[src/rtl/bcdu_arbiter_pkg.sv]
// rtl/bcdu_arbiter_pkg.sv - shared types and constants for the BCDU instruction-port arbiter
package bcdu_arbiter_pkg;

   localparam int INSTR_WIDTH = 16;

   typedef enum logic [1:0] {
      ST_IDLE  = 2'd0,
      ST_GRANT = 2'd1,
      ST_DRAIN = 2'd2
   } arb_state_t;

endpackage

[src/rtl/bcdu_arbiter_if.sv]
// rtl/bcdu_arbiter_if.sv - requester-side and BCDU-side signals of the arbiter
interface bcdu_arbiter_if #(
   parameter int NUM_REQ = 3
) ();
   import bcdu_arbiter_pkg::*;

   logic [NUM_REQ-1:0]             req;
   logic [INSTR_WIDTH*NUM_REQ-1:0] instr;
   logic [NUM_REQ-1:0]             instr_valid;
   logic                           bcdu_busy;
   logic [NUM_REQ-1:0]             grant;
   logic [NUM_REQ-1:0]             instr_ack;
   logic [INSTR_WIDTH-1:0]         bcdu_instr;
   logic                           bcdu_instr_valid;
   logic [NUM_REQ-1:0]             timeout;

   modport master (
      output req, instr, instr_valid, bcdu_busy,
      input  grant, instr_ack, bcdu_instr, bcdu_instr_valid, timeout
   );

   modport slave (
      input  req, instr, instr_valid, bcdu_busy,
      output grant, instr_ack, bcdu_instr, bcdu_instr_valid, timeout
   );

endinterface

[src/rtl/bcdu_arbiter_rr_priority_select.sv]
// rtl/bcdu_arbiter_rr_priority_select.sv - first eligible requester at or after the pointer, wrapping
module rr_priority_select #(
   parameter int NUM_REQ = 3,
   parameter int IDX_W   = 2
) (
   input  logic [NUM_REQ-1:0] eligible,
   input  logic [IDX_W-1:0]   ptr,
   output logic [NUM_REQ-1:0] onehot,
   output logic [IDX_W-1:0]   idx,
   output logic               valid
);

   // Scan from the farthest offset down so the nearest eligible one is written last.
   always_comb begin
      onehot = '0;
      idx    = '0;
      valid  = 1'b0;
      for (int i = NUM_REQ - 1; i >= 0; i--) begin
         if (eligible[(int'(ptr) + i) % NUM_REQ]) begin
            idx    = IDX_W'((int'(ptr) + i) % NUM_REQ);
            onehot = NUM_REQ'(1) << ((int'(ptr) + i) % NUM_REQ);
            valid  = 1'b1;
         end
      end
   end

endmodule

[src/rtl/bcdu_arbiter.sv]
// rtl/bcdu_arbiter.sv - round-robin session arbiter for the BCDU instruction port with hold watchdog
module bcdu_arbiter
   import bcdu_arbiter_pkg::*;
#(
   parameter int NUM_REQ    = 3,
   parameter int MAX_HOLD   = 256,
   parameter int HOLD_WIDTH = (MAX_HOLD > 0) ? $clog2(MAX_HOLD + 1) : 1
) (
   input logic           i_clk,
   input logic           i_rst,
   bcdu_arbiter_if.slave bus
);

   localparam int IDX_W = (NUM_REQ > 1) ? $clog2(NUM_REQ) : 1;

   arb_state_t              state, state_nxt;
   logic [NUM_REQ-1:0]      grant, grant_nxt;
   logic [NUM_REQ-1:0]      mask, mask_nxt;
   logic [NUM_REQ-1:0]      timeout, timeout_nxt;
   logic [IDX_W-1:0]        ptr, ptr_nxt;
   logic [IDX_W-1:0]        owner, owner_nxt;
   logic [HOLD_WIDTH-1:0]   hold, hold_nxt;

   logic [NUM_REQ-1:0]      eligible;
   logic [NUM_REQ-1:0]      sel_onehot;
   logic [IDX_W-1:0]        sel_idx;
   logic                    sel_valid;
   logic                    accept;
   logic                    hold_expired;

   assign eligible = bus.req & ~mask;

   rr_priority_select #(
      .NUM_REQ (NUM_REQ),
      .IDX_W   (IDX_W)
   ) u_select (
      .eligible (eligible),
      .ptr      (ptr),
      .onehot   (sel_onehot),
      .idx      (sel_idx),
      .valid    (sel_valid)
   );

   assign accept       = (state == ST_GRANT) && bus.instr_valid[owner] && !bus.bcdu_busy;
   assign hold_expired = (MAX_HOLD != 0) && (hold == HOLD_WIDTH'(MAX_HOLD - 1));

   always_ff @(posedge i_clk) begin
      if (i_rst) begin
         state   <= ST_IDLE;
         grant   <= '0;
         mask    <= '0;
         timeout <= '0;
         ptr     <= '0;
         owner   <= '0;
         hold    <= '0;
      end else begin
         state   <= state_nxt;
         grant   <= grant_nxt;
         mask    <= mask_nxt;
         timeout <= timeout_nxt;
         ptr     <= ptr_nxt;
         owner   <= owner_nxt;
         hold    <= hold_nxt;
      end
   end

   always_comb begin
      state_nxt   = state;
      grant_nxt   = grant;
      owner_nxt   = owner;
      ptr_nxt     = ptr;
      hold_nxt    = hold;
      timeout_nxt = '0;
      // A revoked requester becomes eligible again only after it lets go once.
      mask_nxt    = mask & bus.req;
      case (state)
         ST_IDLE: begin
            if (sel_valid) begin
               state_nxt = ST_GRANT;
               grant_nxt = sel_onehot;
               owner_nxt = sel_idx;
               ptr_nxt   = (sel_idx == IDX_W'(NUM_REQ - 1)) ? '0 : sel_idx + 1'b1;
               hold_nxt  = '0;
            end
         end
         ST_GRANT: begin
            hold_nxt = hold + 1'b1;
            if (!bus.req[owner]) begin
               state_nxt = ST_DRAIN;
               grant_nxt = '0;
            end else if (hold_expired) begin
               state_nxt          = ST_DRAIN;
               grant_nxt          = '0;
               mask_nxt[owner]    = 1'b1;
               timeout_nxt[owner] = 1'b1;
            end
         end
         ST_DRAIN: begin
            if (!bus.bcdu_busy) begin
               state_nxt = ST_IDLE;
            end
         end
         default: begin
            state_nxt = ST_IDLE;
            grant_nxt = '0;
         end
      endcase
   end

   assign bus.grant            = grant;
   assign bus.timeout          = timeout;
   assign bus.bcdu_instr_valid = accept;
   assign bus.bcdu_instr       = accept ? bus.instr[owner*INSTR_WIDTH +: INSTR_WIDTH] : '0;
   assign bus.instr_ack        = accept ? grant : '0;

endmodule
[src/flat_wrapper.sv]
// flat-port wrapper written by rule: the top's interface ports become plain ports
module bcdu_arbiter_flat import bcdu_arbiter_pkg::*;
#(
   parameter int NUM_REQ    = 3,
   parameter int MAX_HOLD   = 256,
   parameter int HOLD_WIDTH = (MAX_HOLD > 0) ? $clog2(MAX_HOLD + 1) : 1
)
  (i_clk, i_rst, bus_req, bus_instr, bus_instr_valid, bus_bcdu_busy, bus_grant, bus_instr_ack, bus_bcdu_instr, bus_bcdu_instr_valid, bus_timeout);
  bcdu_arbiter_if #(.NUM_REQ(NUM_REQ)) bus_i ();
  input logic i_clk;
  input logic i_rst;
  input wire logic [$bits(bus_i.req)-1:0] bus_req;
  input wire logic [$bits(bus_i.instr)-1:0] bus_instr;
  input wire logic [$bits(bus_i.instr_valid)-1:0] bus_instr_valid;
  input wire logic [$bits(bus_i.bcdu_busy)-1:0] bus_bcdu_busy;
  output wire logic [$bits(bus_i.grant)-1:0] bus_grant;
  output wire logic [$bits(bus_i.instr_ack)-1:0] bus_instr_ack;
  output wire logic [$bits(bus_i.bcdu_instr)-1:0] bus_bcdu_instr;
  output wire logic [$bits(bus_i.bcdu_instr_valid)-1:0] bus_bcdu_instr_valid;
  output wire logic [$bits(bus_i.timeout)-1:0] bus_timeout;
  assign bus_i.req = bus_req;
  assign bus_i.instr = bus_instr;
  assign bus_i.instr_valid = bus_instr_valid;
  assign bus_i.bcdu_busy = bus_bcdu_busy;
  assign bus_grant = bus_i.grant;
  assign bus_instr_ack = bus_i.instr_ack;
  assign bus_bcdu_instr = bus_i.bcdu_instr;
  assign bus_bcdu_instr_valid = bus_i.bcdu_instr_valid;
  assign bus_timeout = bus_i.timeout;
  bcdu_arbiter #(.NUM_REQ(NUM_REQ), .MAX_HOLD(MAX_HOLD), .HOLD_WIDTH(HOLD_WIDTH)) u_core (.i_clk(i_clk), .i_rst(i_rst), .bus(bus_i));
endmodule
[config.mk]
export PLATFORM = sky130hd
export DESIGN_NAME = bcdu_arbiter_flat
export DESIGN_NICKNAME = d
export VERILOG_FILES = /design/src/rtl/bcdu_arbiter_pkg.sv /design/src/rtl/bcdu_arbiter_if.sv /design/src/rtl/bcdu_arbiter_rr_priority_select.sv /design/src/rtl/bcdu_arbiter.sv /design/src/flat_wrapper.sv
export SDC_FILE = /design/constraint.sdc
export NUM_CORES = 1
export LEC_CHECK = 0
export CORE_UTILIZATION = 35
export DETAILED_ROUTE_END_ITERATION = 10
export PLACE_DENSITY = 0.72
export SYNTH_ARGS = -nofsm -noshare
export SYNTH_HDL_FRONTEND = slang
export SYNTH_SLANG_ARGS = --single-unit
[constraint.sdc]
create_clock -name i_clk -period 2.3 [get_ports i_clk]
set_input_delay 0.345 -clock i_clk [delete_from_list [all_inputs] [get_ports i_clk]]
set_output_delay 0.345 -clock i_clk [all_outputs]
set_load 0.05 [all_outputs]
Word level (Yosys, flattened, before mapping)

Cells that the tools add are included.

Flip-flop bits (word level): 24
Latch bits: 0
Memory bits (writable): 0
ROM bits: 0
Bits of input ports: 57
Output and inout bits: 26
Word-level logic and storage cells: 90
Memories kept: 0

$add $sub $neg: 4
$mul: 0
Div/mod/pow operators: 3
$lt $le $gt $ge: 5
Eq/ne operators: 7
Shifts and indexed selects: 4
Mux-type cells: 41
Bitwise gates (word level): 8
Reductions and logical operators: 11

Operators with widths:

| cell                                                        | number |
|---|---|
| less-than comparator 32 x 4 -> 1 bit, second input constant | 3 |
| left shift 1 x 32 -> 3 bit, first input constant            | 3 |
| remainder unit 32 x 3 -> 32 bit, second input constant      | 2 |
| indexed part select 48 x 7 -> 16 bit                        | 1 |
| remainder unit 3 x 3 -> 32 bit, second input constant       | 1 |
| 2-to-1 mux 3 bit                                            | 10 |
| case mux 9 bit (2 select lines)                             | 1 |
| 2-to-1 mux 16 bit                                           | 1 |
| 2-to-1 mux 2 bit                                            | 8 |
| 2-to-1 mux 1 bit                                            | 12 |
| binary-select mux 1 bit (select 2 bit)                      | 5 |
| adder 9 x 1 -> 9 bit, second input constant                 | 1 |
| equality test 9 x 8 -> 1 bit, second input constant         | 1 |
| 2-to-1 mux 9 bit                                            | 1 |
| case mux 3 bit (3 select lines)                             | 1 |
| bitwise AND 3 bit                                           | 2 |
| case mux 2 bit (3 select lines)                             | 1 |
| AND reduction 3 bit                                         | 2 |
| equality test 2 bit, second input constant                  | 2 |
| inverter 1 bit                                              | 4 |
| AND reduction 2 bit                                         | 2 |
| OR reduction 4 bit                                          | 1 |
| adder 2 x 1 -> 3 bit, second input constant                 | 1 |
| adder 2 x 2 -> 3 bit, second input constant                 | 1 |
| 14 further kinds                                            | 16 |

Depth between registers and ports, before layout

Gate-level depths: netlist of run 1.

Depth in word-level cells: 10
Gate-level depth with buffers: 9
Mapped depth without buffers: 9

Modules after synthesis

From an unflattened synthesis of run 1, not the netlist that was laid out.

Cell total of the unflattened synthesis: 254
Area total of the unflattened synthesis: 1904.3 um2

Modules (own cells, without submodules):

| module             | times used | cells each | area each (um2) | seq. area each (um2) |
|---|---|---|---|---|
| bcdu_arbiter       | 1          | 209        | 1559.0          | 480.5 |
| rr_priority_select | 1          | 45         | 345.3           | 0.0 |

Worst setup path before layout of run 1

Ideal clock, no wire load.

Path type: register to output
Start point: register u_core.owner[0]
End point: output port bus_bcdu_instr[10]
Arrival time: 2196 ps
Data required time: 1955 ps
Slack: -241 ps
Stages on the path, launching flop included: 8
Buffers on the path: 3
Cells stage by stage: dfxtp_1 nor2b_1 clkbuf_1 a21oi_1 or3_1 clkbuf_1 clkbuf_1 nor2_1

Word-level cells in the longest chain between the ends: 5
Elaborated cells between the ends (all ways): 6
Those cells by class: 1 x shift; 3 x mux; 2 x reduce/logical

RTL lines:

| what                                                                                         | RTL line            | RTL |
|---|---|---|
| start, declared                                                                              | bcdu_arbiter.sv:21  | `logic [IDX_W-1:0] owner, owner_nxt;` |
| start signal, assigned                                                                       | bcdu_arbiter.sv:62  | `owner <= owner_nxt;` |
| parallel branches: the longest is 4 deep, another holds indexed part select 48 x 7 -> 16 bit | --                  |  |
| 2-to-1 mux 16 bit *                                                                          | bcdu_arbiter.sv:113 | `assign bus.bcdu_instr = accept ? bus.instr[owner*INSTR_WIDTH +: INSTR_WIDTH] : '0;` |
| end, declared                                                                                | flat_wrapper.sv:18  | `output wire logic [$bits(bus_i.bcdu_instr)-1:0] bus_bcdu_instr;` |

Every way passes the cells marked *. The select of a mux whose other input is x is not followed.

Worst setup path after layout of run 1

Start point: input port bus_instr_valid[2]
End point: output port bus_bcdu_instr[7]

Word-level cells in the longest chain between the ends: 5

RTL lines:

| what                                   | RTL line            | RTL |
|---|---|---|
| start, declared                        | flat_wrapper.sv:14  | `input wire logic [$bits(bus_i.instr_valid)-1:0] bus_instr_valid;` |
| binary-select mux 1 bit (select 2 bit) | bcdu_arbiter.sv:44  | `assign accept = (state == ST_GRANT) && bus.instr_valid[owner] && !bus.bcdu_busy;` |
| 2-to-1 mux 1 bit (not written as such) | bcdu_arbiter.sv:44  |  |
| logical AND 1 bit (2 in series)        | bcdu_arbiter.sv:44  |  |
| 2-to-1 mux 16 bit                      | bcdu_arbiter.sv:113 |  |

No other way between the ends. The select of a mux whose other input is x is not followed.

==> results.yml, run 1 <==
outcome:
  result_of_the_run: "finished, final reports clean"
power_and_ir_drop:
  switching_share_pct: 43.9
  power.internal_w: 0.00158
  switching_power_w: 0.00124
  power.share.combinational_pct: 67.2
  pwr_density_cell_nw_per_um2: 872
  power.total_w: 0.00282
  vdd_ir_drop_max_uv: 599
  sequentialPowerShare_pct: 19.5
  power.static_leakage_nw: 1.16
  power.share.clock_pct: 13.3
sta:
  fmax_mhz: 444
  timing_worst_slew_pin_value_ns: 0.521
  setup_viol: 0
  hold_ws_ns: 0.492
  setup-tns-final_ns: 0
  slew_violations: 0
  finalWorstPathRequiredPeriod_ns: 2.25
  clock-skew-final_ns: 0.00385
  hold_viol: 0
  min_period_over_period_pct: 98.0
  timing.slew.headroom_pct: 65.1
route:
  drt-vias-per-instance: 5.15
  routed_wl_um: 6370
  drc_errors: 0
  detailedRoute.firstIterationViolations: 84
  postRouteAntennaNets: 0
  routedWlPerCell_um: 15.9
  drt_pre_antenna_iters: 5
  routed-via-count: 2060
synthesis:
  post_synth_xor_area_fraction_pct: 1.45
  asyncSetResetFlopFracSynth_pct: 0
  synthSimpleGateAreaFrac_pct: 27.9
  synth_fa_ha_area_share_pct: 3.46
  avgSynthCellArea_um2: 7.77
  muxShareOfSynthArea_pct: 11.3
  postSynthCellCount: 233
  synth_compound_gate_area_share_pct: 23.2
  synth_top_flop_cell: "sky130_fd_sc_hd__dfxtp_1"
  synth.top_cell.area_share_pct: 26.5
  synth-seq-area-share_pct: 26.5
  yosysWarningCount: 0
  largest_family_of_logic_cells_by_synthesized_area: "simple AND/OR/NAND/NOR gates"
  synth_area_um2: 1810
  post_synth_top_area_cell: "sky130_fd_sc_hd__dfxtp_1"
  synth_enable_flop_cells: 0
  ys_seq_elements: 24
  syn_nets: 295
  synth_cell_types: 49
  ys_top_cells_by_area: "sky130_fd_sc_hd__dfxtp_1 27%, sky130_fd_sc_hd__mux2i_1 11%, sky130_fd_sc_hd__nor2_1 9.7%"
global_route:
  first_global_vias: 1865
  grt_start_max_net_pins: 19
  antenna_violations_before_repair: 0
  groute.usage.overall_pct: 22.3
  first_pass_grt_wire_length_um: 9250
  globalRouteOverflowTotal: 0
setup_path:
  reg2reg_to: "u_core.hold[7]"
  timing.setup.critical_path_class: "in -> out"
  timing.rr.start: "u_core.ptr[0]"
  cp-end-kind: "primary output"
  critPathLaunch: "bus_instr_valid[2]"
  startpoint_type: "input port"
  timing.critical_path.fanout_max: 6
  worst-r2r-setup-slack_ns: 0.07
  setup.worst_path.end: "bus_bcdu_instr[7]"
  crit_required_ns: 1.96
  rr_worst_depth: 8
  worst_ep_arrival_time_ns: 1.91
flow_run:
  max_cap_viol_count: 0
layout:
  area.growth.synth_to_final_pct: 78.5
  final_layout_size_suffix_gt1_share_pct: 24.3
  final_common_cell: "sky130_fd_sc_hd__clkdlybuf4s50_1"
  final_util_pct: 66.7
  antenna_cells: 0
  layout.cells.most_common_list: "62 x sky130_fd_sc_hd__clkdlybuf4s50_1, 37 x sky130_fd_sc_hd__nor2_1, 28 x sky130_fd_sc_hd__buf_4"
  finish.instance_area_um2: 3230
  total_nets_final: 396
  num-fill-cells: 385
worst_hold_path:
  hold_path_class: "reg -> reg"
  worst_hold_path_cell_count: 2
  hold_start: "u_core.hold[5]"
clocking:
  ctsRootBufferMaster: "sky130_fd_sc_hd__clkbuf_8"
  cts.path.max_buffers: 2
  worst_setup_hold_path_clk_slew_ns: 0.08
  cts_inserted_buffers: 3
  h_tree_depth: 1
  cts_tree: "done"
  cts.sinks: 24
  clock_insertion_delay_worst_skew_ns: 0.27
place:
  portBuffers: 82
  gp_routability_congestion: 0.879
  dpl.hpwl_um: 4960
  post_dp_cell_area_um2: 3120
floorplanning:
  placementRows: 25
  die_x_um: 73.9
  fp.dieArea_um2: 5460
  initial_core_util_pct: 37.3
  fp.dieH_um: 73.9
  ios: 83
  core_area_um2: 4850
cell usage after synthesis (3+ instances only):
library cell	n
sky130_fd_sc_hd__clkbuf_1	8
sky130_fd_sc_hd__nand2b_1	8
sky130_fd_sc_hd__o32ai_1	4
sky130_fd_sc_hd__o21ai_0	3
sky130_fd_sc_hd__nand4_1	3
sky130_fd_sc_hd__inv_1	10
sky130_fd_sc_hd__a21oi_1	25
sky130_fd_sc_hd__dfxtp_1	24
sky130_fd_sc_hd__xor2_1	3
sky130_fd_sc_hd__o211ai_1	3
sky130_fd_sc_hd__nor2b_1	6
sky130_fd_sc_hd__o21bai_1	3
sky130_fd_sc_hd__nand2_1	11
sky130_fd_sc_hd__mux2i_1	19
sky130_fd_sc_hd__nor3_1	3
sky130_fd_sc_hd__nand3_1	3
sky130_fd_sc_hd__and2_1	4
sky130_fd_sc_hd__nor2_1	47
sky130_fd_sc_hd__buf_2	3
sky130_fd_sc_hd__ha_1	5
stage by stage:
step | worst slack, ns | instances
floorplan | -0.0646 | 233
detailed placement | -0.0409 | 394
CTS | 0.0145 | 398
finish | 0.0456 | 400
global placement | -0.000609 | 394
global route | -0.0275 | 400
metal layers:
layer,global-route usage (%),part of all wire [%],vias to the layer above,wire length (um)
met2,37.9,50,67,3200
met1,28.0,42,951,2700
met5,0,0,-,0
met3,3.70,5.3,13,339
li1,-,-,1029,-
met4,8.33,2.2,0,138
logic make-up (layout without fill, tap and decap cells):
| logic type | Yosys count | after routing |
|---|---|---|
| mux | 20 | 20 |
| xor+xnor | 3 | 3 |
| compound gates | 57 | 57 |
| buf+inv | 25 | 125 |
| fa+ha+maj | 5 | 5 |
| flops | 24 | 24 |
| simple gates | 99 | 99 |
what timing repair did:
item,4_1_cts,5_1_grt
buffers inserted,0,2
setup endpoints to repair,9,23
pin swaps,1,3
gates resized for setup,2,4
gates cloned,0,0
hold buffers,0,0
flip-flops by register name, indices dropped and copies added (netlist names):
name and count:
u_core.bus.timeout 3, u_core.bus.grant 3, u_core.state 2, u_core.hold 9
u_core.mask 3, u_core.owner 2, u_core.ptr 2
worst max-delay path, cell delays in order:
cell,delay (ns)
sky130_fd_sc_hd__clkdlybuf4s50_1,0.46
sky130_fd_sc_hd__mux2i_1,0.07
sky130_fd_sc_hd__nor2_1,0.10
sky130_fd_sc_hd__a21oi_1,0.05
sky130_fd_sc_hd__or3_4,0.33
sky130_fd_sc_hd__buf_6,0.15
sky130_fd_sc_hd__buf_12,0.14
sky130_fd_sc_hd__nor2_4,0.12
sky130_fd_sc_hd__buf_12,0.14
cell type report:
| type | count | area, um2 | share of cell area [%] |
|---|---|---|---|
| timing repair buffer | 111 | 1240 | 38.4 |
| multi-input combinational | 184 | 1310 | 40.6 |
| clock inverter | 1 | 30.0 | 0.929 |
| clock buffer | 3 | 41.3 | 1.28 |
| sequential | 24 | 482 | 14.9 |
| inverter | 10 | 41.3 | 1.28 |
| tap | 67 | 83.8 | 2.59 |
power groups by stage:
stage | registers (W) | clock network, W | logic [W]
floorplan | 0.000579 | 0 | 0.00109
global route | 0.000557 | 0.000399 | 0.00202
finish | 0.000549 | 0.000375 | 0.00189
detailed placement | 0.000552 | 0 | 0.00179
CTS | 0.000544 | 0.000382 | 0.00181
global placement | 0.000550 | 0 | 0.00177
worst min-delay path by stage:
stage / to
floorplan: u_core.hold[5]
global placement: u_core.hold[5]
detailed placement: u_core.hold[5]
CTS: u_core.hold[5]
global route: u_core.hold[5]
finish: u_core.hold[5]
No activity file was read; power rests on OpenSTA's default activity.
==> run 2: changes to the inputs <==
PLACE_DENSITY = 0.7   (was 0.72)
clock period = 2.1 ns   (was 2.3 ns; I/O delays follow)
==> results.yml, run 2 (synthesis gave the netlist of run 1 again) <==
power_and_ir_drop:
  switching_power_w: 0.00155
  vdd_ir_drop_max_uv: 603
  power.internal_w: 0.00199
  power.static_leakage_nw: 1.30
  power.share.clock_pct: 11.7
  power.share.combinational_pct: 70.6
  sequentialPowerShare_pct: 17.7
  switching_share_pct: 43.7
  pwr_density_cell_nw_per_um2: 989
route:
  drc_errors: 0
  routedWlPerCell_um: 16.1
  drt_pre_antenna_iters: 4
  routed-via-count: 2235
  routed_wl_um: 6720
  detailedRoute.firstIterationViolations: 123
  postRouteAntennaNets: 0
  drt-vias-per-instance: 5.35
place:
  dpl.hpwl_um: 4930
  place_worst_setup_slack_ns: -0.278
  placedCellCount: 407
  gp_routability_congestion: 0.965
  portBuffers: 82
setup_path:
  reg2reg_to: "u_core.hold[7]"
  critPathLaunch: "u_core.ptr[0]"
  startpoint_type: "flop"
  critical_path.cell_chain: "buf_4 -> ha_4 -> buf_4 -> nor4b_4 -> a211o_2 -> o31ai_4 -> buf_12 -> a2111o_1 -> a21oi_2"
  crit_required_ns: 2.32
  timing.critical_path.fanout_max: 9
  timing.setup.critical_path_class: "reg -> reg"
  critical_path.most_common_cell: "sky130_fd_sc_hd__buf_4"
  worst-r2r-setup-slack_ns: 0.005
  timing.rr.start: "u_core.ptr[0]"
  setup.worst_path.end: "u_core.hold[7]"
  cp-end-kind: "flop"
  rr_worst_depth: 9
  worst_path_dominant_cell_family: "compound AO/OA/AOI/OAI gates"
  cpPeakStageDelay_ns: 0.37
  timing.critical_path.depth: 9
  critPathSlowestCell: "sky130_fd_sc_hd__a2111o_1"
  worst_ep_arrival_time_ns: 2.31
  worst-path-buf-inv: 3
global_route:
  first_pass_grt_wire_length_um: 9610
  first_global_vias: 2034
  antenna_violations_before_repair: 0
  globalRouteOverflowTotal: 0
  grt_start_max_net_pins: 19
  groute.usage.overall_pct: 22.6
layout:
  layout.cells.most_common_list: "60 x sky130_fd_sc_hd__clkdlybuf4s50_1, 42 x sky130_fd_sc_hd__buf_4, 29 x sky130_fd_sc_hd__nor2_1"
  final_layout_size_suffix_gt1_share_pct: 35.9
  max_flop_register: "u_core.hold"
  num-fill-cells: 337
  finish.cell_count_without_fillers: 418
  final_common_cell: "sky130_fd_sc_hd__clkdlybuf4s50_1"
  multi_input_area_um2: 1490
  area.growth.synth_to_final_pct: 97.7
  total_nets_final: 414
  sequential_cell_area_um2: 493
  largest_register_ff_count: 9
  antenna_cells: 0
worst_hold_path:
  hold_path_class: "reg -> reg"
sta:
  finalWorstPathRequiredPeriod_ns: 2.09
  min_period_over_period_pct: 99.7
  rsz0062_at_grt: "true"
  setup_viol: 0
  hold_ws_ns: 0.509
  postLayoutSetupSlackWorst_ns: 0.00544
  hold_viol: 0
  fmax_mhz: 477
  slew_violations: 0
  setup-tns-final_ns: 0
  timing.slew.headroom_pct: 65.7
  timing_worst_slew_pin_value_ns: 0.513
  clock-skew-final_ns: 0.00723
flow_run:
  max_cap_viol_count: 0
clocking:
  ctsRootBufferMaster: "sky130_fd_sc_hd__clkbuf_8"
  cts.sinks: 24
  cts_inserted_buffers: 3
  clock_insertion_delay_worst_skew_ns: 0.27
  worst_setup_hold_path_clk_slew_ns: 0.09
  cts_tree: "done"
  cts.path.max_buffers: 2
  h_tree_depth: 1
outcome:
  result_of_the_run: "finished, final reports clean"
floorplanning:
  placementRows: 25
  die_x_um: 73.9
  fp.dieH_um: 73.9
  ios: 83
  core_area_um2: 4850
  fp.dieArea_um2: 5460
  initial_core_util_pct: 37.3
## run 2: changes by cell type in the layout (fill, tap and decap cells not counted), moves of 3 or more
| cell | delta |
|---|---|
| sky130_fd_sc_hd__nor2_1 | -8 |
| sky130_fd_sc_hd__buf_4 | +14 |
| sky130_fd_sc_hd__dfxtp_1 | -5 |
| sky130_fd_sc_hd__buf_6 | +4 |
| sky130_fd_sc_hd__dfxtp_2 | +3 |
| sky130_fd_sc_hd__nor2_4 | +7 |
## run 2: power groups by stage
stage               sequential (W)  clock (W)  combinational, W
CTS                       0.000606   0.000414           0.00222
global route              0.000635   0.000434           0.00264
detailed placement        0.000607          0           0.00207
floorplan                 0.000637          0           0.00122
finish                    0.000626   0.000413           0.00250
global placement          0.000604          0           0.00204
## run 2: what timing repair did
| action | in CTS | in global routing |
|---|---|---|
| setup endpoints to repair | 36 | 37 |
| pin swaps | 17 | 18 |
| cloned | 1 | 0 |
| buffers inserted | 2 | 4 |
| hold buffers | 0 | 0 |
| resized for setup | 24 | 23 |
## run 2: metal layers
metal	track usage (%)	up-vias	part of all wire, %
met1	30.1	1074	43
met2	38.6	90	49
met3	3.29	10	6.3
li1	-	1061	-
met5	0	-	0
met4	4.70	0	1.2
## run 2: worst min path at each step
stage                   start              to  slack (ns)  depth (start not counted)
4_1_cts        u_core.hold[7]  u_core.hold[7]        0.50                          2
3_5_place_dp   u_core.hold[5]  u_core.hold[5]        0.49                          2
5_1_grt        u_core.hold[7]  u_core.hold[7]        0.53                          2
2_1_floorplan  u_core.hold[5]  u_core.hold[5]        0.45                          2
3_3_place_gp   u_core.hold[7]  u_core.hold[7]        0.47                          2
6_report       u_core.hold[6]  u_core.hold[6]        0.51                          2
## run 2: worst register-to-register path, cell delays in order, from the launching register on
cell and delay [ns]:
sky130_fd_sc_hd__dfxtp_4 0.36, sky130_fd_sc_hd__buf_4 0.14, sky130_fd_sc_hd__ha_4 0.17, sky130_fd_sc_hd__buf_4 0.14, sky130_fd_sc_hd__nor4b_4 0.27, sky130_fd_sc_hd__a211o_2 0.21
sky130_fd_sc_hd__o31ai_4 0.10, sky130_fd_sc_hd__buf_12 0.16, sky130_fd_sc_hd__a2111o_1 0.37, sky130_fd_sc_hd__a21oi_2 0.12
## run 2: area by class of cell
class,instances,area share (%)
inverters,10,1.15
clock buffers,3,1.15
well taps,67,2.34
repair buffers,129,39.1
multi-input cells,184,41.7
clock inverters,1,0.839
flip-flops and latches,24,13.8
## run 2: stage by stage
step	util, %	cell area [um2]	total power (W)
after floorplan	-	1930	0.00185
after global placement	66.4	3220	0.00264
after detailed placement	66.4	3220	0.00267
after CTS	70.7	3430	0.00324
after global routing	73.8	3580	0.00371
final	73.8	3580	0.00354
==> run 3: changes to the inputs <==
DONT_BUFFER_PORTS = 1   (was unset)
GPL_TIMING_DRIVEN = 0   (was unset)
PLACE_DENSITY = unset   (was 0.7)
==> results.yml, run 3 (synthesis gave the netlist of run 1 again) <==
sta:
  fmax_mhz: 441
  postLayoutSetupSlackWorst_ns: -0.169
  setup_viol: 19
  timing.slew.headroom_pct: 59.1
  slew_violations: 0
  clock-skew-final_ns: 0.00329
  hold_viol: 0
  timing_worst_slew_pin_value_ns: 0.613
  hold_ws_ns: 0.163
  rsz0062_at_grt: "true"
  finalWorstPathRequiredPeriod_ns: 2.27
  min_period_over_period_pct: 108
setup_path:
  startpoint_type: "flop"
  cp-end-kind: "primary output"
  worst_ep_arrival_time_ns: 1.95
  crit_required_ns: 1.78
  timing.critical_path.fanout_max: 5
  timing.setup.critical_path_class: "reg -> out"
global_route:
  globalRouteOverflowTotal: 0
  first_pass_grt_wire_length_um: 7220
  grt_start_max_net_pins: 18
  groute.usage.overall_pct: 17.2
  first_global_vias: 1536
  antenna_violations_before_repair: 0
layout:
  largest_register_ff_count: 9
  max_flop_register: "u_core.hold"
  multi_input_area_um2: 1470
  antenna_cells: 0
  total_nets_final: 313
  num-fill-cells: 481
  sequential_cell_area_um2: 485
  final_common_cell: "sky130_fd_sc_hd__nor2_1"
  final_layout_size_suffix_gt1_share_pct: 32.4
  layout.cells.most_common_list: "29 x sky130_fd_sc_hd__nor2_1, 23 x sky130_fd_sc_hd__a21oi_1, 20 x sky130_fd_sc_hd__dfxtp_1"
  area.growth.synth_to_final_pct: 31.0
route:
  routedWlPerCell_um: 16.0
  drt_pre_antenna_iters: 4
  routed-via-count: 1734
  postRouteAntennaNets: 0
  drc_errors: 0
  drt-vias-per-instance: 5.47
  routed_wl_um: 5060
  detailedRoute.firstIterationViolations: 83
floorplanning:
  fp.dieArea_um2: 5460
  core_area_um2: 4850
  ios: 83
  placementRows: 25
  die_x_um: 73.9
  initial_core_util_pct: 37.3
  fp.dieH_um: 73.9
clocking:
  cts.sinks: 24
  clock_insertion_delay_worst_skew_ns: 0.27
  cts.path.max_buffers: 2
  ctsRootBufferMaster: "sky130_fd_sc_hd__clkbuf_8"
  cts_tree: "done"
  worst_setup_hold_path_clk_slew_ns: 0.09
  holdBufCountCts: 0
  h_tree_depth: 1
  cts_inserted_buffers: 3
place:
  dpl.hpwl_um: 3640
  place_worst_setup_slack_ns: -0.295
  portBuffers: 0
  gp_routability_congestion: 0.823
power_and_ir_drop:
  pwr_density_cell_nw_per_um2: 1240
  power.static_leakage_nw: 0.785
  vdd_ir_drop_max_uv: 446
flow_run:
  max_cap_viol_count: 0
worst_hold_path:
  hold_path_class: "in -> reg"
outcome:
  violations: "negative setup slack"
  result_of_the_run: "complete, but fails checks"
==> run 3: cell types whose count changed in the layout (fill, tap and decap cells not counted), moves of 3 or more <==
cell,before,now
sky130_fd_sc_hd__clkdlybuf4s50_1,60,0
sky130_fd_sc_hd__buf_6,5,2
sky130_fd_sc_hd__nor2_2,2,5
sky130_fd_sc_hd__buf_12,19,0
sky130_fd_sc_hd__nor2_4,17,14
sky130_fd_sc_hd__buf_4,42,14
sky130_fd_sc_hd__buf_8,0,3
==> run 3: worst paths after layout <==
| check | start | endpoint | slack [ns] | cells past startpoint |
|---|---|---|---|---|
| worst max register to register | u_core.ptr[0] | u_core.hold[6] | 0 | 7 |
| worst max-delay path | u_core.owner[0] | bus_instr_ack[2] | -0.17 | 7 |
| worst min register to register | u_core.hold[5] | u_core.hold[5] | 0.49 | 2 |
| worst min-delay path | bus_req[0] | u_core.mask[0] | 0.16 | 2 |
==> run 3: cell type report <==
class / count / area share (%)
Timing Repair Buffer: 17 / 5.91
Inverter: 10 / 1.74
Sequential cell: 24 / 20.5
Buffer: 11 / 4.11
Clock buffer: 4 / 2.32
Tap cell: 67 / 3.53
Multi-Input combinational cell: 184 / 61.9
==> run 3: repair_timing <==
action	CTS	global route
pin swaps	20	14
gates resized for setup	28	22
setup endpoints to repair	36	35
cloned	1	0
setup buffers	12	5
==> run 3: metrics by stage <==
step / power, W / setup TNS, ns / area [um2] / utilization (%) / std cells
floorplan: 0.00185 / -0.0751 / 1930 / - / 233
global placement: 0.00208 / -4.39 / 2010 / 41.4 / 300
detailed placement: 0.00210 / -4.73 / 2010 / 41.4 / 300
CTS: 0.00276 / -2.85 / 2270 / 46.9 / 313
global route: 0.00311 / -3.48 / 2370 / 48.9 / 317
finish: 0.00293 / -2.09 / 2370 / 48.9 / 317
==> run 3: report_power, final <==
group,switching [W],internal [W],total [W]
logic,0.00110,0.000846,0.00195
registers,0.000133,0.000527,0.000660
clock network,0.000161,0.000168,0.000329
total,0.00139,0.00154,0.00293
==> run 3: metal layers <==
layer	vias up	GRT usage, %	part of all wire [%]
met5	-	0	0
met2	41	29.6	52
met4	0	3.21	0.85
li1	862	-	-
met3	7	3.84	4.8
met1	824	22.1	43
==> run 3: worst max-delay path, cell delays in order (launching register included) <==
cell and delay (ns):
sky130_fd_sc_hd__dfxtp_2 0.34, sky130_fd_sc_hd__nor2b_1 0.12, sky130_fd_sc_hd__buf_4 0.12, sky130_fd_sc_hd__a21oi_2 0.05, sky130_fd_sc_hd__or3_4 0.38, sky130_fd_sc_hd__buf_8 0.15, sky130_fd_sc_hd__clkinvlp_4 0.23, sky130_fd_sc_hd__and2_4 0.29
